==> src/rtl/uart_pkg.sv <==
// Shared types and constants for the UART receiver: state enum, frame width,
// default line settings and the even-parity helper.
package uart_pkg;

  localparam int DATA_BITS           = 8;
  localparam int DEFAULT_CLK_FREQ_HZ = 100_000_000;
  localparam int DEFAULT_BAUD        = 115_200;
  localparam int DEFAULT_OVERSAMPLE  = 16;

  typedef enum logic [2:0] {
    IDLE   = 3'd0,
    START  = 3'd1,
    DATA   = 3'd2,
    PARITY = 3'd3,
    STOP   = 3'd4,
    BREAK  = 3'd5
  } rx_state_t;

  // Value the parity bit must carry so the data plus parity has an even number of ones.
  function automatic logic even_parity(input logic [DATA_BITS-1:0] d);
    return ^d;
  endfunction

endpackage

==> src/rtl/uart_receiver_if.sv <==
// Receiver-side bundle: serial input, received-byte outputs, status strobes
// and the FSM state for observation.
interface uart_receiver_if;
  import uart_pkg::*;

  // recv is a one-cycle valid strobe with no ready: the consumer must capture
  // uart_rx (or simply use it, since it holds) in the cycle recv is high.
  // frame_err and parity_err are one-cycle strobes, never together with recv.
  logic                 rx_line;
  logic                 recv;
  logic [DATA_BITS-1:0] uart_rx;
  logic                 frame_err;
  logic                 parity_err;
  logic                 busy;
  rx_state_t            dbg_state;

  modport master (
    input  rx_line,
    output recv, uart_rx, frame_err, parity_err, busy, dbg_state
  );

  modport slave (
    output rx_line,
    input  recv, uart_rx, frame_err, parity_err, busy, dbg_state
  );

endinterface

==> src/rtl/uart_baud_tick.sv <==
// Oversample tick generator: one-clock strobe every DIV clocks, with a restart
// input that re-phases the count to the start-bit edge. DIV must be >= 1.
module uart_baud_tick #(
  parameter int DIV = 1
) (
  input  logic clk,
  input  logic reset_,
  input  logic i_restart,
  output logic o_tick
);

  localparam int CW = (DIV > 1) ? $clog2(DIV) : 1;
  localparam logic [CW-1:0] LAST = CW'(DIV - 1);

  logic [CW-1:0] r_cnt;

  always_ff @(posedge clk or negedge reset_) begin
    if (!reset_) begin
      r_cnt <= '0;
    end else if (i_restart || (r_cnt == LAST)) begin
      r_cnt <= '0;
    end else begin
      r_cnt <= r_cnt + 1'b1;
    end
  end

  assign o_tick = (r_cnt == LAST);

endmodule

==> src/rtl/uart_receiver.sv <==
// UART receiver, 8N1 by default; define UART_RX_PARITY_EN for an even parity
// bit between the data and the stop bit.
module uart_receiver
  import uart_pkg::*;
#(
  parameter int CLK_FREQ_HZ = DEFAULT_CLK_FREQ_HZ,
  parameter int BAUD        = DEFAULT_BAUD,
  parameter int OVERSAMPLE  = DEFAULT_OVERSAMPLE
) (
  input  logic            clk,
  input  logic            reset_,
  uart_receiver_if.master bus
);

  localparam int DIV = CLK_FREQ_HZ / (BAUD * OVERSAMPLE);
  localparam int TW  = $clog2(OVERSAMPLE);
  localparam int BW  = 4;

  localparam logic [TW-1:0] MID_START = TW'(OVERSAMPLE / 2 - 1);
  localparam logic [TW-1:0] BIT_END   = TW'(OVERSAMPLE - 1);
  localparam logic [BW-1:0] LAST_BIT  = BW'(DATA_BITS - 1);

  logic                 r_sync1;
  logic                 r_sync2;
  logic                 w_rx;
  logic                 w_tick;
  logic                 w_restart;

  rx_state_t            r_state;
  rx_state_t            w_state_next;
  logic [TW-1:0]        r_tick_cnt;
  logic [TW-1:0]        w_tick_cnt_next;
  logic [BW-1:0]        r_bit_cnt;
  logic [BW-1:0]        w_bit_cnt_next;
  logic [DATA_BITS-1:0] r_shift;
  logic [DATA_BITS-1:0] w_shift_next;
  logic [DATA_BITS-1:0] r_data;
  logic [DATA_BITS-1:0] w_data_next;
  logic                 r_recv;
  logic                 w_recv_set;
  logic                 r_frame_err;
  logic                 w_frame_err_set;
`ifdef UART_RX_PARITY_EN
  logic                 r_par_bad;
  logic                 w_par_bad_next;
  logic                 r_parity_err;
  logic                 w_parity_err_set;
`endif

  // rx_line is asynchronous; reset high so a reset never looks like a start bit.
  always_ff @(posedge clk or negedge reset_) begin
    if (!reset_) begin
      r_sync1 <= 1'b1;
      r_sync2 <= 1'b1;
    end else begin
      r_sync1 <= bus.rx_line;
      r_sync2 <= r_sync1;
    end
  end

  assign w_rx = r_sync2;

  uart_baud_tick #(
    .DIV (DIV)
  ) u_baud_tick (
    .clk       (clk),
    .reset_    (reset_),
    .i_restart (w_restart),
    .o_tick    (w_tick)
  );

  always_ff @(posedge clk or negedge reset_) begin
    if (!reset_) begin
      r_state     <= IDLE;
      r_tick_cnt  <= '0;
      r_bit_cnt   <= '0;
      r_shift     <= '0;
      r_data      <= '0;
      r_recv      <= 1'b0;
      r_frame_err <= 1'b0;
    end else begin
      r_state     <= w_state_next;
      r_tick_cnt  <= w_tick_cnt_next;
      r_bit_cnt   <= w_bit_cnt_next;
      r_shift     <= w_shift_next;
      r_data      <= w_data_next;
      r_recv      <= w_recv_set;
      r_frame_err <= w_frame_err_set;
    end
  end

`ifdef UART_RX_PARITY_EN
  always_ff @(posedge clk or negedge reset_) begin
    if (!reset_) begin
      r_par_bad    <= 1'b0;
      r_parity_err <= 1'b0;
    end else begin
      r_par_bad    <= w_par_bad_next;
      r_parity_err <= w_parity_err_set;
    end
  end
`endif

  always_comb begin
    w_state_next     = r_state;
    w_tick_cnt_next  = r_tick_cnt;
    w_bit_cnt_next   = r_bit_cnt;
    w_shift_next     = r_shift;
    w_data_next      = r_data;
    w_recv_set       = 1'b0;
    w_frame_err_set  = 1'b0;
    w_restart        = 1'b0;
`ifdef UART_RX_PARITY_EN
    w_par_bad_next   = r_par_bad;
    w_parity_err_set = 1'b0;
`endif

    case (r_state)
      IDLE: begin
        if (!w_rx) begin
          w_state_next    = START;
          w_tick_cnt_next = '0;
          w_restart       = 1'b1;
`ifdef UART_RX_PARITY_EN
          w_par_bad_next  = 1'b0;
`endif
        end
      end

      // Re-check the start bit at its middle to reject short low glitches.
      START: begin
        if (w_tick) begin
          if (r_tick_cnt == MID_START) begin
            w_tick_cnt_next = '0;
            if (w_rx) begin
              w_state_next   = IDLE;
            end else begin
              w_state_next   = DATA;
              w_bit_cnt_next = '0;
            end
          end else begin
            w_tick_cnt_next = r_tick_cnt + 1'b1;
          end
        end
      end

      DATA: begin
        if (w_tick) begin
          if (r_tick_cnt == BIT_END) begin
            w_tick_cnt_next = '0;
            w_shift_next    = {w_rx, r_shift[DATA_BITS-1:1]};
            w_bit_cnt_next  = r_bit_cnt + 1'b1;
            if (r_bit_cnt == LAST_BIT) begin
`ifdef UART_RX_PARITY_EN
              w_state_next = PARITY;
`else
              w_state_next = STOP;
`endif
            end
          end else begin
            w_tick_cnt_next = r_tick_cnt + 1'b1;
          end
        end
      end

`ifdef UART_RX_PARITY_EN
      PARITY: begin
        if (w_tick) begin
          if (r_tick_cnt == BIT_END) begin
            w_tick_cnt_next = '0;
            w_par_bad_next  = (w_rx != even_parity(r_shift));
            w_state_next    = STOP;
          end else begin
            w_tick_cnt_next = r_tick_cnt + 1'b1;
          end
        end
      end
`endif

      // Leaving at the stop mid-bit leaves half a bit to catch a following start edge.
      STOP: begin
        if (w_tick) begin
          if (r_tick_cnt == BIT_END) begin
            w_tick_cnt_next = '0;
            if (!w_rx) begin
              w_frame_err_set = 1'b1;
              w_state_next    = BREAK;
`ifdef UART_RX_PARITY_EN
            end else if (r_par_bad) begin
              w_parity_err_set = 1'b1;
              w_state_next     = IDLE;
`endif
            end else begin
              w_data_next  = r_shift;
              w_recv_set   = 1'b1;
              w_state_next = IDLE;
            end
          end else begin
            w_tick_cnt_next = r_tick_cnt + 1'b1;
          end
        end
      end

      BREAK: begin
        if (w_rx) begin
          w_state_next = IDLE;
        end
      end

      default: begin
        w_state_next = IDLE;
      end
    endcase
  end

  assign bus.recv      = r_recv;
  assign bus.uart_rx   = r_data;
  assign bus.frame_err = r_frame_err;
  assign bus.busy      = (r_state != IDLE);
  assign bus.dbg_state = r_state;
`ifdef UART_RX_PARITY_EN
  assign bus.parity_err = r_parity_err;
`else
  assign bus.parity_err = 1'b0;
`endif

endmodule

==> src/flat_wrapper.sv <==
// flat-port wrapper written by rule: the top's interface ports become plain ports
module uart_receiver_flat import uart_pkg::*;
#(
  parameter int CLK_FREQ_HZ = DEFAULT_CLK_FREQ_HZ,
  parameter int BAUD        = DEFAULT_BAUD,
  parameter int OVERSAMPLE  = DEFAULT_OVERSAMPLE
)
  (clk, reset_, bus_rx_line, bus_recv, bus_uart_rx, bus_frame_err, bus_parity_err, bus_busy, bus_dbg_state);
  uart_receiver_if bus_i ();
  input  logic clk;
  input  logic reset_;
  input wire logic [$bits(bus_i.rx_line)-1:0] bus_rx_line;
  output wire logic [$bits(bus_i.recv)-1:0] bus_recv;
  output wire logic [$bits(bus_i.uart_rx)-1:0] bus_uart_rx;
  output wire logic [$bits(bus_i.frame_err)-1:0] bus_frame_err;
  output wire logic [$bits(bus_i.parity_err)-1:0] bus_parity_err;
  output wire logic [$bits(bus_i.busy)-1:0] bus_busy;
  output wire logic [$bits(bus_i.dbg_state)-1:0] bus_dbg_state;
  assign bus_i.rx_line = bus_rx_line;
  assign bus_recv = bus_i.recv;
  assign bus_uart_rx = bus_i.uart_rx;
  assign bus_frame_err = bus_i.frame_err;
  assign bus_parity_err = bus_i.parity_err;
  assign bus_busy = bus_i.busy;
  assign bus_dbg_state = bus_i.dbg_state;
  uart_receiver #(.CLK_FREQ_HZ(CLK_FREQ_HZ), .BAUD(BAUD), .OVERSAMPLE(OVERSAMPLE)) u_core (.clk(clk), .reset_(reset_), .bus(bus_i));
endmodule
==> config.mk <==
export PLATFORM = sky130hd
export DESIGN_NAME = uart_receiver_flat
export DESIGN_NICKNAME = d
export VERILOG_FILES = /design/src/rtl/uart_pkg.sv /design/src/rtl/uart_receiver_if.sv /design/src/rtl/uart_baud_tick.sv /design/src/rtl/uart_receiver.sv /design/src/flat_wrapper.sv
export SDC_FILE = /design/constraint.sdc
export NUM_CORES = 1
export LEC_CHECK = 0
export CORE_ASPECT_RATIO = 0.75
export CORE_MARGIN = 8
export CORE_UTILIZATION = 55
export DETAILED_ROUTE_END_ITERATION = 6
export GPL_TIMING_DRIVEN = 0
export PLACE_DENSITY = 0.87
export REMOVE_ABC_BUFFERS = 1
export SYNTH_ARGS = -nofsm -noshare
export SYNTH_HDL_FRONTEND = slang
export SYNTH_SLANG_ARGS = --single-unit
==> constraint.sdc <==
create_clock -name clk -period 2.8 [get_ports clk]
set_input_delay 0.7 -clock clk [delete_from_list [all_inputs] [get_ports clk]]
set_output_delay 0.7 -clock clk [all_outputs]
set_load 0.02 [all_outputs]
==> run summary <==
Fin nets: 172
Largest net degree at the start of global routing: 38
DRC: 0
Total power: 1030 uW
Main synth FF type: dfrtp_1
Netlist Area Pre-Place: 0.00174 mm2
Fill cell count: 236
Starting density of the core: 58.4%
Vias in the first global route: 1213
WP data required: 2.10 ns
Leak pwr: 0.000919 uW
Post-DP HPWL: 2230 um
H-tree Lvls: 2
# resized after CTS: 0
Util after Layout: 68.1%
GRT Residual Overflow: 0
Slew @ Worst Pin: 0.794 ns
WS Path Type: flop to output port
All-Layer GR Usage: 14.2%
CP peak stage delay: 0.56 ns
Number of max-cap violations: 0
Clk_lat worst skew: 0.30 ns
Routed Antenna Nets: 0
Post-route minimum period: 2.61 ns
First-pass GRT wire length: 5810 um
Max-slew violations: 0
Multi-input logic area: 757 um2
Average instance area after synthesis: 11.8 um2
Top post-synthesis cells by area: dfrtp_1 50%, mux2_2 14%, dfstp_2 3.0%
Share of the synthesized area in the top cell type: 50.3%
CP arrival: 1.91 ns
Maximum clock rate: 384 MHz
Post-synth EDFFs: 0
#FFs+latches synth: 37
FF-to-FF path depth: 6
Area leader, netlist: dfrtp_1
Antenna fix cells: 0
Synthesis Warnings: 0
Unrepaired setup endpoints after global routing: false
Core box area: 0.00298 mm2
Final setup vio count: 0
Layout cells sized above 1: 22.3%
Router iterations before antenna repair: 4
Setup bufs post-CTS: 0
FF/Latch Area: 928 um2
P&R area growth vs syn: 16.5%
Routability cong.: 0.882
FP Rows: 17
Critical-path cell list: nor3_2 > inv_1 > clkdlybuf4s50_1
Fin crit share: 93.0%
Clock Tree Root: clkbuf_8
Crit path max-delay cell type: clkdlybuf4s50_1
Top Ports: 18
Worst hold path class: flop to flop
Post-CTS Hold Buffers: 0
Wirelength per Cell: 16.6 um
CTS tree: yes
CP Max Fanout: 15
Total Wirelength: 3380 um
Post-Synthesis Cells: 148
Power Dens Cells: 509 mW/mm2
Most frequent cells in the layout: 35 x dfrtp_1, 21 x mux2_2, 15 x clkdlybuf4s50_1
Setup crit end kind: output port
Worst-path clk slew: 0.07 ns
Post-synthesis sequential area ratio: 53.3%
Via-per-instance ratio: 5.94
Port bufs: 16
Worst setup SP type: flop
CTS sink count: 37
Run status: finished, final reports clean
Die width: 81.0 um
Setup_tns: 0 ns
Total number of vias: 1211
Slew HR: 47.1%
Die Area: 0.00524 mm2
Synth unique cells: 38
Max IR drop VDD: 0.359 mV
Antenna violations before repair: 0
Worst Skew: 0.00746 ns
Die Y: 64.7 um
Most common cell after layout, fill and taps aside: dfrtp_1
Final hold vios: 0
Hold path depth: 0
Asr flop ratio synth: 100%
Initial DRC count: 100
Num CTS Buffers: 5
Maximum clock path buffer count: 2
registers in the layout, indices dropped and copies added, names as in the netlist:
register and count:
u_core.bus.dbg_state 3, u_core.bus.uart_rx 8, u_core.r_shift 8, u_core.r_tick_cnt 4, u_core.bus.recv 1, u_core.r_bit_cnt 4, u_core.bus.frame_err 1, u_core.u_baud_tick.r_cnt 6
u_core.r_sync1 1, u_core.r_sync2 1
layout make-up:
| type | count | share of cell area (%) |
|---|---|---|
| inverter | 6 | 1.11 |
| tap | 38 | 2.35 |
| multi-input combinational | 99 | 37.3 |
| clock buffer | 7 | 4.26 |
| sequential | 37 | 45.8 |
| clock inverter | 1 | 1.48 |
| timing repair buffer | 16 | 7.65 |
where the power goes:
part           internal, uW  total [uW]  switching, uW
registers               537         539           2.27
logic                  2.77        15.3           12.5
clock network           290         478            188
total                   830        1030            202
worst paths after layout:
check / slack (ns) / end / from
max: 0.19 / bus_busy / u_core.bus.dbg_state[0]$_DFFE_PN0P_
min: 0.36 / u_core.r_sync2$_DFF_PN1_ / u_core.r_sync1$_DFF_PN1_
max reg2reg: 0.45 / u_core.bus.dbg_state[2]$_DFFE_PN0P_ / u_core.bus.dbg_state[0]$_DFFE_PN0P_
min reg2reg: 0.36 / u_core.r_sync2$_DFF_PN1_ / u_core.r_sync1$_DFF_PN1_
max in group asynchronous: 1.82 / u_core.bus.uart_rx[2]$_DFFE_PN0P_ / reset_
min in group asynchronous: 0.48 / u_core.r_tick_cnt[0]$_DFFE_PN0P_ / reset_
per-stage QoR:
stage | std cells | cell area [um2] | hold slack, ns | worst slack, ns
2_1_floorplan | 142 | 1710 | 0.345 | 0.630
3_3_place_gp | 196 | 1920 | 0.347 | 0.317
3_5_place_dp | 196 | 1910 | 0.351 | 0.527
4_1_cts | 204 | 2030 | 0.361 | 0.193
5_1_grt | 204 | 2030 | 0.365 | 0.109
6_report | 204 | 2030 | 0.360 | 0.195
critical path: cells and delay by family (launching register included):
family | cells | cell delay, ns
and+or+nand+nor | 1 | 0.38
DFF | 1 | 0.54
buffers and inverters | 2 | 0.68
synth_stat cells, drive strengths merged (2+ instances only):
cell	number
nor3	4
o211ai	3
inv	6
xnor2	2
ha	4
nand3	6
dfrtp	35
nor2	10
or3	2
clkbuf	2
dfstp	2
o21ai	10
a21oi	2
nand2b	2
mux2	21
nor3b	2
buf	4
mux2i	2
nor4	3
nand2	12
xor2	3
cells by family (layout without fill, tap and decap cells):
family | Yosys count | in the layout | synth area share (%)
and+or+nand+nor | 43 | 43 | 14.4
DFF | 37 | 37 | 53.3
AOI/OAI and AO/OA | 23 | 23 | 8.77
muxes | 23 | 23 | 14.7
buffers and inverters | 12 | 30 | 3.16
xor gates and xnor gates | 5 | 5 | 2.52
adders and majority gates | 4 | 4 | 2.88
other | 1 | 1 | 0.215
per-layer routing:
layer	global-route usage, %	wire length (um)	up-vias	share of wire (%)
li1	-	-	558	-
met1	17.3	1400	607	41
met2	21.7	1680	36	50
met3	4.55	232	10	6.9
met4	8.44	73	0	2.2
met5	0	0	-	0
(Power assumes the default switching activity.)
==> RTL change 1 (config.mk and constraints unchanged) <==
`DEFAULT_OVERSAMPLE`: 16 -> 32.
--- a/src/rtl/uart_pkg.sv
+++ b/src/rtl/uart_pkg.sv
@@ -6,5 +6,5 @@
   localparam int DEFAULT_CLK_FREQ_HZ = 100_000_000;
   localparam int DEFAULT_BAUD        = 115_200;
-  localparam int DEFAULT_OVERSAMPLE  = 16;
+  localparam int DEFAULT_OVERSAMPLE  = 32;
 
   typedef enum logic [2:0] {
Check against the original RTL: no difference found for any inputs over 10 cycles, from zero or initial values and one cycle with reset_ low; that may be too few to reach the edited logic, so the function may still have changed.
==> RTL change 1 against the original RTL <==
  * Routed wire length increased by 6.4%
  * Worst setup slack improved by 0.046 ns
  * Global-route usage decreased by 0.093 points
  * Sequential cell count did not move
  * Power fell by 11%
  * Area after synthesis rose by 9.2%
  * Highest routed layer unchanged
  * Final area increased by 5.7%
  * Combinational power decreased by 8%
==> RTL change 1: results <==
[pwr]
vdd_ir_drop_max_uv = 413
power_leakage_nw = 0.980
cell_internal_pwr_mw = 0.712

[grt]
gr-usage-all-layers_pct = 14.2
grt_antenna_before_repair = 0
maximum_number_of_pins_on_one_net_before_global_route_repair = 38
grt_first_pass_wirelength_um = 6330
number_of_global_route_vias_before_repair = 1333

[drt]
detail_route.iter0.violations = 122
viasPerCell = 5.91
drt_pre_antenna_iters = 5
post_drt_wl_per_cell_um = 16.8

[clock_network]
clock_latency_ns = 0.30
cts-htree-levels = 2
cts_post_setup_buffers_inserted = 0
cts-resized-gates = 0
root_cell_of_the_clock_tree = "clkbuf_8"
worst_setup_hold_path_clk_slew_ns = 0.08
clock_tree.buffer_depth = 2
cts_inserted_buffers = 5

[cells_and_area]
final_nets = 184
antenna_cells = 0
fraction_of_layout_instances_using_a_drive_strength_above_1_pct = 22.4
fillers = 223

[synth]
synth_async_sr_flop_share_pct = 100
synth_enable_flop_cells = 0
synth_commonest_cells = "dfrtp_1, inv_1, mux2_2, nor2_1"
synth_warnings = 0
synth.lib_cells_used.distinct = 51
yosys-top-cells-area = "dfrtp_1, mux2_4, mux2_2"
synth.yosys.seq_area_share_pct = 48.8
ys_dominant_reg_cell = "dfrtp_1"

[sta]
worst-slew-pin-transition_ns = 0.835
worst_clock_skew_ns = 0.0112

[worst_hold_path]
min_path_type = "reg2reg"
min_from = "u_core.r_sync1$_DFF_PN1_"

[critical_path]
cp_data_arrival_time_ns = 1.86
cpPeakStageDelay_ns = 0.58
crit_slowest_cell = "dfrtp_1"
worst_r2r_startpoint = "u_core.r_tick_cnt[0]$_DFFE_PN0P_"
crit_start = "u_core.bus.dbg_state[0]$_DFFE_PN0P_"
crit_path_max_fanout = 19

[place]
detailedPlace.worstSlack_ns = 0.308
finalWeightedCongestion = 0.823
io_buffer_count = 16
post-dp-hpwl_um = 2540

[status]
run_status = "finished, final reports clean"
-- RTL change 1: cell types whose count changed in the layout (fill, tap and decap cells not counted), sizes merged, moves of 3 or more --
cell   unedited run  this run
inv               6        10
mux2             21        18
nor4              3         0
nand2            12         5
ha                4         8
or3b              0         3
-- RTL change 1: layer usage --
metal	vias to the layer above	routed length, um	GRT usage, %
met5	-	0	0
met4	0	59	6.22
met3	7	208	6.33
met2	30	1730	23.9
met1	642	1600	15.2
li1	586	-	-
-- RTL change 1: kinds of logic after synthesis --
kind of cell	share of synthesized area [%]
DFF	48.8
adders and majority gates	5.27
and+or+nand+nor	14.9
AOI/OAI and AO/OA	10.3
other	0.197
buffers and inverters	4.41
xor gates and xnor gates	2.70
muxes	13.3
-- RTL change 1: worst max-delay path: cells and delay by family, from the launching register on --
kind          cells  cell delay, ns
buf+inv           1            0.54
flops             1            0.58
simple gates      1            0.44
-- RTL change 1: final cells by class --
cell class / instances / area share [%]
clock inverter: 2 / 0.467
multi-input combinational: 103 / 41.5
inverter: 10 / 1.75
clock buffer: 6 / 3.39
sequential: 37 / 43.3
timing repair buffer: 16 / 7.24
tap: 40 / 2.34
-- RTL change 1: final timing paths --
kind,endpoint,slack (ns),depth (start not counted)
min in group asynchronous,u_core.r_tick_cnt[4]$_DFFE_PN0P_,0.50,1
worst min-delay path,u_core.r_sync2$_DFF_PN1_,0.36,0
worst max-delay path,bus_busy,0.24,2
worst min register to register,u_core.r_sync2$_DFF_PN1_,0.36,0
max in group asynchronous,u_core.bus.uart_rx[1]$_DFFE_PN0P_,1.76,1
worst max register to register,u_core.bus.uart_rx[6]$_DFFE_PN0P_,0.28,7
-- RTL change 1: power groups by stage --
| stage | clock network, mW | registers [mW] | logic (mW) |
|---|---|---|---|
| CTS | 0.363 | 0.539 | 0.0144 |
| finish | 0.361 | 0.539 | 0.0140 |
| global placement | 0 | 0.549 | 0.0146 |
| floorplan | 0 | 0.549 | 0.00183 |
| global route | 0.387 | 0.539 | 0.0162 |
| detailed placement | 0 | 0.549 | 0.0144 |
-- RTL change 1: metrics by stage --
stage	instance area, sq um	std cells
global placement	2060	206
CTS	2140	214
floorplan	1850	150
finish	2140	214
detailed placement	2060	206
global route	2140	214
==> RTL change 2 (config.mk and constraints unchanged) <==
Without the edit above. `r_shift` and `r_data` no longer have a reset.
--- a/src/rtl/uart_receiver.sv
+++ b/src/rtl/uart_receiver.sv
@@ -75,6 +75,4 @@
       r_tick_cnt  <= '0;
       r_bit_cnt   <= '0;
-      r_shift     <= '0;
-      r_data      <= '0;
       r_recv      <= 1'b0;
       r_frame_err <= 1'b0;
@@ -83,9 +81,12 @@
       r_tick_cnt  <= w_tick_cnt_next;
       r_bit_cnt   <= w_bit_cnt_next;
-      r_shift     <= w_shift_next;
-      r_data      <= w_data_next;
       r_recv      <= w_recv_set;
       r_frame_err <= w_frame_err_set;
     end
+  end
+
+  always_ff @(posedge clk) begin
+    r_shift <= w_shift_next;
+    r_data  <= w_data_next;
   end
 
Check against the original RTL: no difference found for any inputs over 10 cycles, from zero or initial values and one cycle with reset_ low; that may be too few to reach the edited logic, so the function may still have changed.
==> RTL change 2 against the original RTL <==
  * Largest cell class unchanged
  * Sequential cell count stayed put
  * Area after synthesis is 7.6% lower
  * Clock power shrank 27%
  * Worst setup slack improved by 0.0033 ns
  * Count of clock-buffer cells in the layout stayed put
  * First-iteration DRC count up 26%
  * Utilization shrank 3.1 points
  * Routed wire length down 9.0%
  * Power fell by 10%
  * Final area fell by 8.0%
  * Sequential power is 5.4% higher
==> RTL change 2: results <==
[status]
run_status = "finished, final reports clean"

[critical_path]
worst_r2r_path_depth = 2
worst_case_register_to_register_setup_slack_ns = 0.20
endpoint_of_the_worst_slack_reg_to_reg_timing_path = "u_core.r_shift[5]$_DFFE_PP_"
worst_r2r_startpoint = "u_core.bus.dbg_state[1]$_DFFE_PN0P_"
worst-endpoint-required_ns = 2.69

[place]
post-dp-hpwl_um = 2050
finalWeightedCongestion = 0.901
post_dp_cell_area_sq_um = 1780

[drt]
post_drt_wl_per_cell_um = 16.0
viasPerCell = 5.62
postRouteWirelength_um = 3080

[grt]
maximum_number_of_pins_on_one_net_before_global_route_repair = 22
grt_first_pass_wirelength_um = 5000
number_of_global_route_vias_before_repair = 1025
gr-usage-all-layers_pct = 12.7

[synth]
netlist_instances = 137
synth_fa_ha_area_share_pct = 3.11
synth.lib_cells_used.distinct = 41
synth_warnings = 0
synth_compound_area_share_pct = 9.57
yosys-top-cells-area = "edfxtp_1, dfrtp_1, dfstp_2"
synth_enable_flop_cells = 16
synth_commonest_cells = "dfrtp_1, edfxtp_1, nor2_1, nand2_1, inv_1"
yosys.area_share.xor_xnor_pct = 2.72
synth_async_sr_flop_share_pct = 56.8
synth_area_leader = "edfxtp_1"
synth.yosys.seq_area_share_pct = 62.7

[cells_and_area]
final_nets = 160
fraction_of_layout_instances_using_a_drive_strength_above_1_pct = 9.74

[pwr]
vdd_ir_drop_max_uv = 300

[sta]
holdWs_ns = 0.358

[clock_network]
cts-htree-levels = 2
clock_latency_ns = 0.28
RTL change 2: final cells by class:
cell class	instances	area, sq um
Tap cell	38	47.5
Fill cell	218	1010
Inverter	6	22.5
Timing Repair Buffer	17	165
Clock inverter	1	5.00
Sequential cell	37	1010
Multi-Input combinational cell	86	541
Clock buffer	7	76.3
RTL change 2: worst max path at each step:
stage | from | end | cells past startpoint
floorplan | u_core.bus.dbg_state[2]$_DFFE_PN0P_ | u_core.bus.uart_rx[0]$_DFFE_PP_ | 2
global placement | u_core.u_baud_tick.r_cnt[1]$_DFF_PN0_ | u_core.bus.uart_rx[7]$_DFFE_PP_ | 5
detailed placement | u_core.bus.dbg_state[1]$_DFFE_PN0P_ | u_core.r_shift[5]$_DFFE_PP_ | 2
CTS | u_core.bus.dbg_state[1]$_DFFE_PN0P_ | bus_busy | 2
global route | u_core.u_baud_tick.r_cnt[1]$_DFF_PN0_ | u_core.bus.uart_rx[7]$_DFFE_PP_ | 6
finish | u_core.bus.dbg_state[1]$_DFFE_PN0P_ | u_core.r_shift[5]$_DFFE_PP_ | 2
RTL change 2: power by group:
part | switching [mW] | internal [mW] | leakage, nW
Sequential | 0.00245 | 0.565 | 0.415
Combinational | 0.00787 | 0.00317 | 0.263
Clock | 0.175 | 0.175 | 0.0422
Total | 0.185 | 0.743 | 0.721
RTL change 2: kinds of logic after synthesis:
kind of cell | Yosys count
buf+inv | 14
other cells | 1
compound gates | 24
fa+ha+maj | 4
mux | 3
flops | 37
xor+xnor | 5
simple gates | 49
RTL change 2: critical path, cell delays in order (launching register included):
cell,delay (ns)
dfrtp_1,0.62
or3b_2,0.58
nor3_1,1.02
RTL change 2: stage by stage:
stage          util [%]  setup WS, ns  total power [mW]
6_report           65.0         0.198             0.929
5_1_grt            65.0        0.0242             0.957
4_1_cts            65.0         0.215             0.935
3_5_place_dp       62.1         0.257             0.590
3_3_place_gp       62.0         0.161             0.589
2_1_floorplan         -         0.440             0.581
RTL change 2: per-layer routing:
layer | wire, um | track usage, % | up-vias
li1 | - | - | 522
met1 | 1300 | 15.3 | 523
met2 | 1590 | 20.9 | 30
met3 | 177 | 4.45 | 4
met4 | 18 | 3.46 | 0
met5 | 0 | 0 | -
